===== src/rtl/data_mem_if.sv =====
// Data-memory access responder: turns decode's load/store controls into a word-wide
// req/gnt/rvalid bus transaction and stalls the core until the access completes.
module data_mem_if #(
    parameter int ADDR_W  = 32,
    parameter int TIMEOUT = 64
) (
    input  logic              clk_i,
    input  logic              rst_ni,
    input  logic              data_req_i,
    input  logic              data_wr_i,
    input  logic [1:0]        data_byte_i,
    input  logic              zero_extnd_i,
    input  logic [ADDR_W-1:0] data_addr_i,
    input  logic [31:0]       data_wdata_i,
    output logic              stall_o,
    output logic [31:0]       rd_data_o,
    output logic              err_o,
    output logic              mem_req_o,
    output logic              mem_we_o,
    output logic [3:0]        mem_be_o,
    output logic [ADDR_W-1:0] mem_addr_o,
    output logic [31:0]       mem_wdata_o,
    input  logic              mem_gnt_i,
    input  logic              mem_rvalid_i,
    input  logic [31:0]       mem_rdata_i,
    output logic [1:0]        state_o
);

    typedef enum logic [1:0] {
        IDLE = 2'd0,
        REQ  = 2'd1,
        WAIT = 2'd2,
        DONE = 2'd3
    } state_t;

    localparam int CNT_W = $clog2(TIMEOUT);
    localparam logic [CNT_W-1:0] CNT_LAST = CNT_W'(TIMEOUT - 1);

    state_t           state_q;
    logic [CNT_W-1:0] cnt_q;
    logic [1:0]       size_q;
    logic [1:0]       off_q;
    logic             zext_q;
    logic             to_err_q;

    logic             misalign;
    logic             req_ok;
    logic [3:0]       be_next;
    logic [31:0]      wdata_next;

    // Handshake: a request is held on the bus (mem_req_o with stable addr/be/we/wdata)
    // until the cycle mem_gnt_i is seen high; load data is accepted on mem_rvalid_i
    // in that grant cycle or any later WAIT cycle.
    function automatic logic [31:0] load_extend(input logic [31:0] rdata,
                                                input logic [1:0]  size,
                                                input logic [1:0]  off,
                                                input logic        zext);
        logic [31:0] s;
        s = rdata >> {off, 3'b000};
        case (size)
            2'b00:   load_extend = {(zext ? 24'b0 : {24{s[7]}}), s[7:0]};
            2'b01:   load_extend = {(zext ? 16'b0 : {16{s[15]}}), s[15:0]};
            default: load_extend = rdata;
        endcase
    endfunction

    always_comb begin
        misalign   = 1'b0;
        be_next    = 4'b1111;
        wdata_next = data_wdata_i;
        case (data_byte_i)
            2'b00: begin
                be_next    = 4'b0001 << data_addr_i[1:0];
                wdata_next = {4{data_wdata_i[7:0]}};
            end
            2'b01: begin
                misalign   = data_addr_i[0];
                be_next    = 4'b0011 << data_addr_i[1:0];
                wdata_next = {2{data_wdata_i[15:0]}};
            end
            2'b10:   misalign = (data_addr_i[1:0] != 2'b00);
            default: misalign = 1'b1;
        endcase
    end

    assign req_ok = data_req_i && !misalign;

    always_comb begin
        stall_o = 1'b0;
        case (state_q)
            IDLE:    stall_o = req_ok;
            REQ:     stall_o = 1'b1;
            WAIT:    stall_o = 1'b1;
            default: stall_o = 1'b0;
        endcase
    end

    // Misalign errors are flagged immediately; timeout errors are shown during DONE.
    assign err_o = rst_ni && (((state_q == IDLE) && data_req_i && misalign) ||
                              ((state_q == DONE) && to_err_q));

    assign state_o = state_q;

    always_ff @(posedge clk_i or negedge rst_ni) begin
        if (!rst_ni) begin
            state_q     <= IDLE;
            cnt_q       <= '0;
            size_q      <= 2'b00;
            off_q       <= 2'b00;
            zext_q      <= 1'b0;
            to_err_q    <= 1'b0;
            rd_data_o   <= 32'h0;
            mem_req_o   <= 1'b0;
            mem_we_o    <= 1'b0;
            mem_be_o    <= 4'b0000;
            mem_addr_o  <= '0;
            mem_wdata_o <= 32'h0;
        end else begin
            case (state_q)
                IDLE: begin
                    to_err_q <= 1'b0;
                    if (req_ok) begin
                        mem_req_o   <= 1'b1;
                        mem_we_o    <= data_wr_i;
                        mem_be_o    <= be_next;
                        mem_addr_o  <= {data_addr_i[ADDR_W-1:2], 2'b00};
                        mem_wdata_o <= wdata_next;
                        size_q      <= data_byte_i;
                        off_q       <= data_addr_i[1:0];
                        zext_q      <= zero_extnd_i;
                        cnt_q       <= '0;
                        state_q     <= REQ;
                    end
                end
                REQ: begin
                    if (mem_gnt_i) begin
                        mem_req_o <= 1'b0;
                        if (mem_we_o) begin
                            state_q <= DONE;
                        end else if (mem_rvalid_i) begin
                            rd_data_o <= load_extend(mem_rdata_i, size_q, off_q, zext_q);
                            state_q   <= DONE;
                        end else begin
                            cnt_q   <= cnt_q + CNT_W'(1);
                            state_q <= WAIT;
                        end
                    end else if (cnt_q == CNT_LAST) begin
                        mem_req_o <= 1'b0;
                        rd_data_o <= 32'h0;
                        to_err_q  <= 1'b1;
                        state_q   <= DONE;
                    end else begin
                        cnt_q <= cnt_q + CNT_W'(1);
                    end
                end
                WAIT: begin
                    if (mem_rvalid_i) begin
                        rd_data_o <= load_extend(mem_rdata_i, size_q, off_q, zext_q);
                        state_q   <= DONE;
                    end else if (cnt_q == CNT_LAST) begin
                        rd_data_o <= 32'h0;
                        to_err_q  <= 1'b1;
                        state_q   <= DONE;
                    end else begin
                        cnt_q <= cnt_q + CNT_W'(1);
                    end
                end
                default: begin
                    to_err_q <= 1'b0;
                    state_q  <= IDLE;
                end
            endcase
        end
    end

endmodule


===== config.mk =====
export PLATFORM = sky130hd
export DESIGN_NAME = data_mem_if
export DESIGN_NICKNAME = d
export VERILOG_FILES = /design/src/rtl/data_mem_if.sv
export SDC_FILE = /design/constraint.sdc
export NUM_CORES = 1
export LEC_CHECK = 0
export ABC_AREA = 1
export CORE_AREA = 2 2 145 111
export DETAILED_ROUTE_END_ITERATION = 12
export DIE_AREA = 0 0 147 113
export PLACE_DENSITY = 0.71
export SETUP_SLACK_MARGIN = 0.02
export SKIP_CTS_REPAIR_TIMING = 1
export SLEW_MARGIN = 20
export SYNTH_ARGS = -nofsm -noshare
export SYNTH_HDL_FRONTEND = slang
export SYNTH_SLANG_ARGS = --single-unit

===== constraint.sdc =====
create_clock -name clk_i -period 2.95 [get_ports clk_i]
set_clock_uncertainty 0.1 [all_clocks]
set_input_delay 0.885 -clock clk_i [delete_from_list [all_inputs] [get_ports clk_i]]
set_output_delay 0.885 -clock clk_i [all_outputs]
set_load 0.01 [all_outputs]

Word level (Yosys, flattened, before mapping)

Index checks and enable logic that the tools add are counted.

Input port bits: 105
Logic and storage cells: 85
Register bits: 114

Reduce and logical (&&, ||, !) cells: 20
Mux-type cells: 35
Equal/unequal tests: 14
Add/subtract/negate cells: 1
Shifts and indexed selects: 3

Operators by type and width:

| operator            | count |
|---|---|
| $pmux 32 s2         | 3 |
| $mux 32             | 5 |
| $mux 6              | 6 |
| $shr 32x5->16       | 1 |
| $mux 24             | 1 |
| $pmux 6 s3          | 1 |
| $mux 16             | 1 |
| $ne 3x3->1 const B  | 4 |
| $mux 1              | 8 |
| $mux 2              | 4 |
| $pmux 4 s2          | 1 |
| $add 6x1->6 const B | 1 |
| $eq 2x1->1 const B  | 3 |
| $eq 2x2->1 const B  | 3 |
| $eq 6x6->1 const B  | 1 |
| $logic_not 2->1     | 3 |
| $ne 2x2->1 const B  | 3 |
| $pmux 1 s2          | 3 |
| $pmux 2 s3          | 1 |
| $reduce_and 3->1    | 2 |
| $reduce_bool 2->1   | 3 |
| $logic_and 1x1->1   | 5 |
| $reduce_and 5->1    | 1 |
| $reduce_and 2->1    | 2 |
| 7 further kinds     | 7 |

Longest topological paths before layout

Gate-level depths: netlist of the first run.

Depth in word-level cells: 7
Gate-level depth with buffers: 11

Least setup slack after synthesis of the first run

OpenSTA, ideal clock, no wires.

Kind: input to output
Start: input port data_byte_i[1]
End: output port stall_o
Required time: 1.965 ns
Cell stages on the path: 8
Arrival time: 1.869 ns
Slack: 0.096 ns
Buffers on the path: 3
Cell sequence: buf_2 > inv_2 > nand2_1 > nand2_1 > nand2_2 > buf_2 > buf_4 > a21oi_1

Cells in the longest elaborated chain, start to end: 5
Elaborated cells between the ends (all ways): 7

RTL lines:

| what                               | RTL line | RTL |
|---|---|---|
| start, declared                    | 11       | `input logic [1:0] data_byte_i,` |
| $eq 2x2->1 (tied with other cells) | 71       | `case (data_byte_i)` |
| $pmux 1 s3 *                       | 71       |  |
| $logic_not 1->1 *                  | 86       | `assign req_ok = data_req_i && !misalign;` |
| $logic_and 1x1->1 *                | 86       |  |
| $pmux 1 s2 *                       | 90       | `case (state_q)` |
| end, declared                      | 15       | `output logic stall_o,` |

Every way passes the cells marked *; elsewhere a longest branch is shown, timed or not.

Worst setup path in the final report of the first run

Start: input port data_byte_i[1]
End: output port err_o

Cells in the longest elaborated chain, start to end: 5
Elaborated cells between the ends (all ways): 7

RTL lines:

| what                               | RTL line | RTL |
|---|---|---|
| $eq 2x2->1 (tied with other cells) | 71       |  |
| $pmux 1 s3 *                       | 71       |  |
| $logic_and 1x1->1 *                | 99       | `assign err_o = rst_ni && (((state_q == IDLE) && data_req_i && misalign) \|\|` |
| $logic_or 1x1->1 *                 | 99       |  |
| $logic_and 1x1->1 *                | 99       |  |
| end, declared                      | 17       | `output logic err_o,` |

Marks and branches as above.

==> flow_summary.toml, run 1 <==
[floorplanning]
dieArea_sq_um = 16610
rows = 39
ios = 211
die_height_um = 113
core_sq_um = 15130
die_width_um = 147
start_util_pct = 39.54

[routing]
wire_per_inst_um = 14.99
first_pass_iters = 4
drt-total-wl_mm = 18.43
ant_nets = 0
vias_per_cell = 4.844
first_iter_violations = 424
drc = 0
num_vias = 5953

[synth]
synth_largest_area_cell = "dfrtp_1"
netlist_top_cells_area = "dfrtp_1, nand2_1, o21ai_0, nand3_1, nand3_2"
synth_enable_flop_cells = 0
ys.flop_type = "dfrtp_1"
synth-adder-area-share_pct = 1.255
ys_seq_elements = 114
synth_xor_area_share_pct = 0
synthCells = 801
synthMuxAreaShare_pct = 0
yosysSeqAreaShare_pct = 47.70
syn_area_sq_um = 5981
synth_top_family_by_area = "simple AND/OR/NAND/NOR gates"
async_reset_ff_share_pct = 100.0
synth_commonest_cells = "nand2_1, dfrtp_1, o21ai_0"
synth_top_area_share_pct = 47.70
synth-compound-area-share_pct = 9.310
yosys_warnings = 0
synthSimpleGateAreaFrac_pct = 35.27
yosysMostFrequentCell = "nand2_1"
synth_cell_type_count = 28
syn_avg_cell_area_sq_um = 7.467

[global_route]
grt_pass1_vias = 5873
grt_pass1_wl_mm = 29.97
grt_start_max_net_pins = 81
antenna_found_initial = 0
overflow = 0
grt.total_usage_pct = 22.73

[power]
p_leak_uw = 0.004494
ir_drop_mv = 0.5562
total_power_uw = 9507
power_density_nw_per_um2 = 1065

[clocking]
cts.path.max_buffers = 2
numCtsBuffers = 17
cts_tree = "done"
clockRootBuffer = "clkbuf_16"
htree_levels = 4
cts_num_sinks = 114
cts.clk_slew.worst_paths_ps = 60
clock_latency_ps = 410

[timing]
period_minus_slack_ps = 2841
grt_setup_unrepaired = "no"
tightest_slew_ps = 846.6
final_max_slew_viol_count = 0
holdWs_ps = 377.9
slew_headroom_pct = 43.56
final_hold_viol_count = 0
max_freq_ghz = 0.3520
fin_crit_sh_pct = 96.31
setup_violations = 0

[setup_path]
crit_arrival_ps = 1860
crit_fanout = 2
r2r-start = "state_o[1]$_DFFE_PN0P_"
critical_path.startpoint = "data_byte_i[1]"
cp-start-kind = "input port"
critical_path_required_ps = 1970
end_kind = "output pin"
crit_type = "in -> out"

[finish]
n_antenna_cell = 0
post-route-util_pct = 59.00
final_cell_count_no_fill = 1229
drive_above_1_share_pct = 10.25
final_area_sq_um = 8925
n_fill_cell = 1385
nets = 1122
syn_to_final_growth_pct = 49.23

[placed_design]
io_buffers = 208
dpl_cell_area_sq_um = 8243
globalplace.congestion = 0.8765
dp.cells = 1196
place_hpwl_mm = 13.05

[hold_path]
hold_path_class = "reg -> reg"
hp-start = "rd_data_o[12]$_DFFE_PN0P_"

[outcome]
status = "finished clean"

[job]
drv_cap = 0
-- report_power, final --
part           internal (uW)  total, uW  switching (uW)
logic                   2110       4450            2340
registers               2290       2770             483
clock network           1510       2280             775
-- metal layers --
layer | vias up | share of wire (%) | wire (um) | GRT usage [%]
met2 | 238 | 43 | 7964 | 33.99
li1 | 2978 | - | - | -
met4 | 0 | 0.77 | 142 | 6.474
met3 | 10 | 11 | 2058 | 8.992
met1 | 2727 | 45 | 8260 | 30.78
met5 | - | 0 | 0 | 0
-- stage by stage --
step | worst slack [ps] | setup TNS [ps]
CTS | -470.6 | -862.1
detailed placement | -462.2 | -6638
finish | 109.0 | 0
global route | 42.94 | 0
global placement | -422.6 | -4613
floorplan | 96.27 | 0
-- cells in the final DEF (no fill, tap or decap), types with 3 or more instances in the layout --
cell type        netlist  layout
nand2_2                5       7
ha_1                   6       6
a21oi_1               38      38
inv_2                  7       8
clkinvlp_4             0       3
inv_1                 32      31
nand2_1              391     388
nor2_2                 5       6
buf_4                 11      22
clkbuf_16              0      17
inv_6                  0       3
nand3_2               22      23
nor2_1                13      12
clkinv_4               0       3
dlymetal6s2s_1         0       4
bufinv_16              0       5
dfrtp_1              114     114
o21ai_0               65      65
clkdlybuf4s50_1        0     201
nand3_1               49      48
-- final cells by class --
| class | count | area [sq um] | area share, % |
|---|---|---|---|
| clock buffer | 17 | 425.4 | 4.767 |
| clock inverter | 15 | 230.2 | 2.580 |
| inverter | 40 | 150.1 | 1.682 |
| multi-input combinational | 609 | 2773 | 31.07 |
| sequential | 114 | 2853 | 31.96 |
| tap | 205 | 256.5 | 2.874 |
| timing repair buffer | 229 | 2237 | 25.07 |
-- cell families after synthesis --
family	after synthesis
buf+inv	79
fa+ha+maj	6
flops	114
other cells	1
compound gates	109
simple gates	492
-- worst max-delay path, cell delays in order --
cell	delay [ps]
clkdlybuf4s50_1	490
inv_2	50
nand2_2	80
nand3_2	80
a21boi_2	130
buf_2	140
-- state kept, by name, summed over array words and instances, names as in the netlist --
signal / flops
mem_wdata_o: 32
mem_addr_o: 30
mem_we_o: 1
size_q: 2
cnt_q: 6
mem_req_o: 1
zext_q: 1
off_q: 2
to_err_q: 1
state_o: 2
mem_be_o: 4
rd_data_o: 32
-- final timing paths --
path | to | slack (ps) | depth (start not counted)
worst max-delay path | err_o | 110 | 6
worst min-delay path | rd_data_o[12]$_DFFE_PN0P_ | 380 | 2
worst max register to register | mem_wdata_o[12]$_DFFE_PN0P_ | 650 | 8
worst min register to register | rd_data_o[12]$_DFFE_PN0P_ | 380 | 2
max in group asynchronous | rd_data_o[7]$_DFFE_PN0P_ | 910 | 3
min in group asynchronous | to_err_q$_DFFE_PN0P_ | 530 | 2
No activity file was read; power rests on OpenSTA's default activity.
==> run 2: changes to the inputs <==
--- a/config.mk
+++ b/config.mk
@@ -10,6 +10,7 @@
 export DETAILED_ROUTE_END_ITERATION = 12
 export DIE_AREA = 0 0 147 113
 export PLACE_DENSITY = 0.71
+export RECOVER_POWER = 100
 export SETUP_SLACK_MARGIN = 0.02
 export SKIP_CTS_REPAIR_TIMING = 1
 export SLEW_MARGIN = 20
==> run 2 against run 1 <==
Against the previous run: non-clock buffer count is the same; clock power about the same; clock-buffer cell count unchanged; combinational power is 6.1% lower; largest cell class unchanged; largest power group unchanged.
==> flow_summary.toml, run 2 (synthesis results as in run 1) <==
[placed_design]
io_buffers = 208
place_hpwl_mm = 13.05
dpl_cell_area_sq_um = 8243
globalplace.congestion = 0.8765

[setup_path]
r2r-start = "state_o[1]$_DFFE_PN0P_"
r2r-end = "mem_wdata_o[12]$_DFFE_PN0P_"
end_kind = "output pin"
ff2ff_path_depth = 8
crit_fanout = 2
rrSetupSlack_ps = 640
cp-start-kind = "input port"
crit_arrival_ps = 1870
critical_path_required_ps = 1970
crit_type = "in -> out"

[routing]
vias_per_cell = 4.892
drt-total-wl_mm = 18.35
wire_per_inst_um = 14.93
drc = 0
first_iter_violations = 390
num_vias = 6012
first_pass_iters = 5
ant_nets = 0

[power]
power_density_nw_per_um2 = 1035
total_power_uw = 9204
ir_drop_mv = 0.5264
p_leak_uw = 0.004619

[hold_path]
hold_depth = 2
holdPathEnd = "rd_data_o[22]$_DFFE_PN0P_"
hold_path_class = "reg -> reg"
hp-start = "rd_data_o[22]$_DFFE_PN0P_"

[floorplanning]
rows = 39
core_sq_um = 15130
dieArea_sq_um = 16610
die_width_um = 147
start_util_pct = 39.54
ios = 211
die_height_um = 113

[global_route]
overflow = 0
grt.total_usage_pct = 22.73
grt_pass1_vias = 5873
antenna_found_initial = 0
grt_start_max_net_pins = 81
grt_pass1_wl_mm = 29.97

[finish]
reg_top3 = "mem_wdata_o (32), rd_data_o (32), mem_addr_o (30)"
syn_to_final_growth_pct = 48.77
drive_above_1_share_pct = 9.473
n_antenna_cell = 0
nets = 1122
final_common_cell = "nand2_1"
final_area_sq_um = 8897
most-common-layout-cells = "nand2_1, dfrtp_1, dlygate4sd3_1"

[timing]
max_freq_ghz = 0.3504
setup_violations = 0
grt_setup_unrepaired = "no"
tightest_slew_ps = 1292
final_hold_viol_count = 0
final_max_slew_viol_count = 0
slew_headroom_pct = 13.85
period_minus_slack_ps = 2854
fin_crit_sh_pct = 96.75

[clocking]
clockRootBuffer = "clkbuf_16"
numCtsBuffers = 17
cts.path.max_buffers = 2
clock_latency_ps = 410
cts_tree = "done"
cts.clk_slew.worst_paths_ps = 60
cts_num_sinks = 114
htree_levels = 4

[job]
drv_cap = 0

[outcome]
status = "finished clean"
[run 2: cell types whose count changed in the layout (fill, tap and decap cells not counted), moves of 2 or more]
cell / change
clkdlybuf4s50_1: -103
dlygate4sd3_1: +103
clkbuf_2: +4
buf_4: -3
inv_1: +3
inv_2: -3
nand2_1: +3
nand2_2: -2
[run 2: routing by layer]
| metal | GRT usage, % | vias to the layer above | routed length (um) |
|---|---|---|---|
| li1 | - | 2980 | - |
| met1 | 30.78 | 2749 | 8174 |
| met2 | 33.99 | 269 | 7899 |
| met3 | 8.992 | 14 | 2086 |
| met4 | 6.474 | 0 | 189 |
| met5 | 0 | - | 0 |
[run 2: worst max path at each step]
stage                               from       to  slack, ps  depth (start not counted)
final                     data_byte_i[1]    err_o        100                          6
after global routing      data_byte_i[1]  stall_o         20                          7
after CTS                 data_addr_i[0]  stall_o       -470                          7
after detailed placement  data_addr_i[0]  stall_o       -460                          7
after global placement    data_addr_i[0]  stall_o       -420                          7
after floorplan           data_byte_i[1]  stall_o        100                          8
[run 2: report_power, final]
part | switching, uW | total, uW | internal, uW
Clock | 772 | 2280 | 1510
Sequential | 454 | 2740 | 2290
Combinational | 2330 | 4180 | 1860
[run 2: final cells by class]
type / instances / area, sq um
clock inverters: 15 / 230.2
well taps: 205 / 256.5
flip-flops and latches: 114 / 2853
multi-input cells: 609 / 2753
repair buffers: 229 / 2230
clock buffers: 17 / 425.4
inverters: 40 / 150.1
fillers: 1392 / 6230
[run 2: worst max-delay path, stage by stage]
cell and delay (ps):
clkdlybuf4s50_1 470, inv_1 60, nand2_2 90, nand3_2 80
a21boi_2 130, clkbuf_2 140
[run 2: through the flow]
stage / worst slack (ps) / util (%) / TNS, ps / instances / hold WS [ps]
2_1_floorplan: 96.27 / - / 0 / 802 / 371.9
3_3_place_gp: -422.6 / 54.49 / -4613 / 1196 / 361.2
3_5_place_dp: -462.2 / 54.49 / -6638 / 1196 / 364.9
4_1_cts: -470.6 / 58.83 / -862.1 / 1228 / 381.2
5_1_grt: 20.79 / 58.82 / 0 / 1229 / 384.4
6_report: 95.79 / 58.82 / 0 / 1229 / 372.0
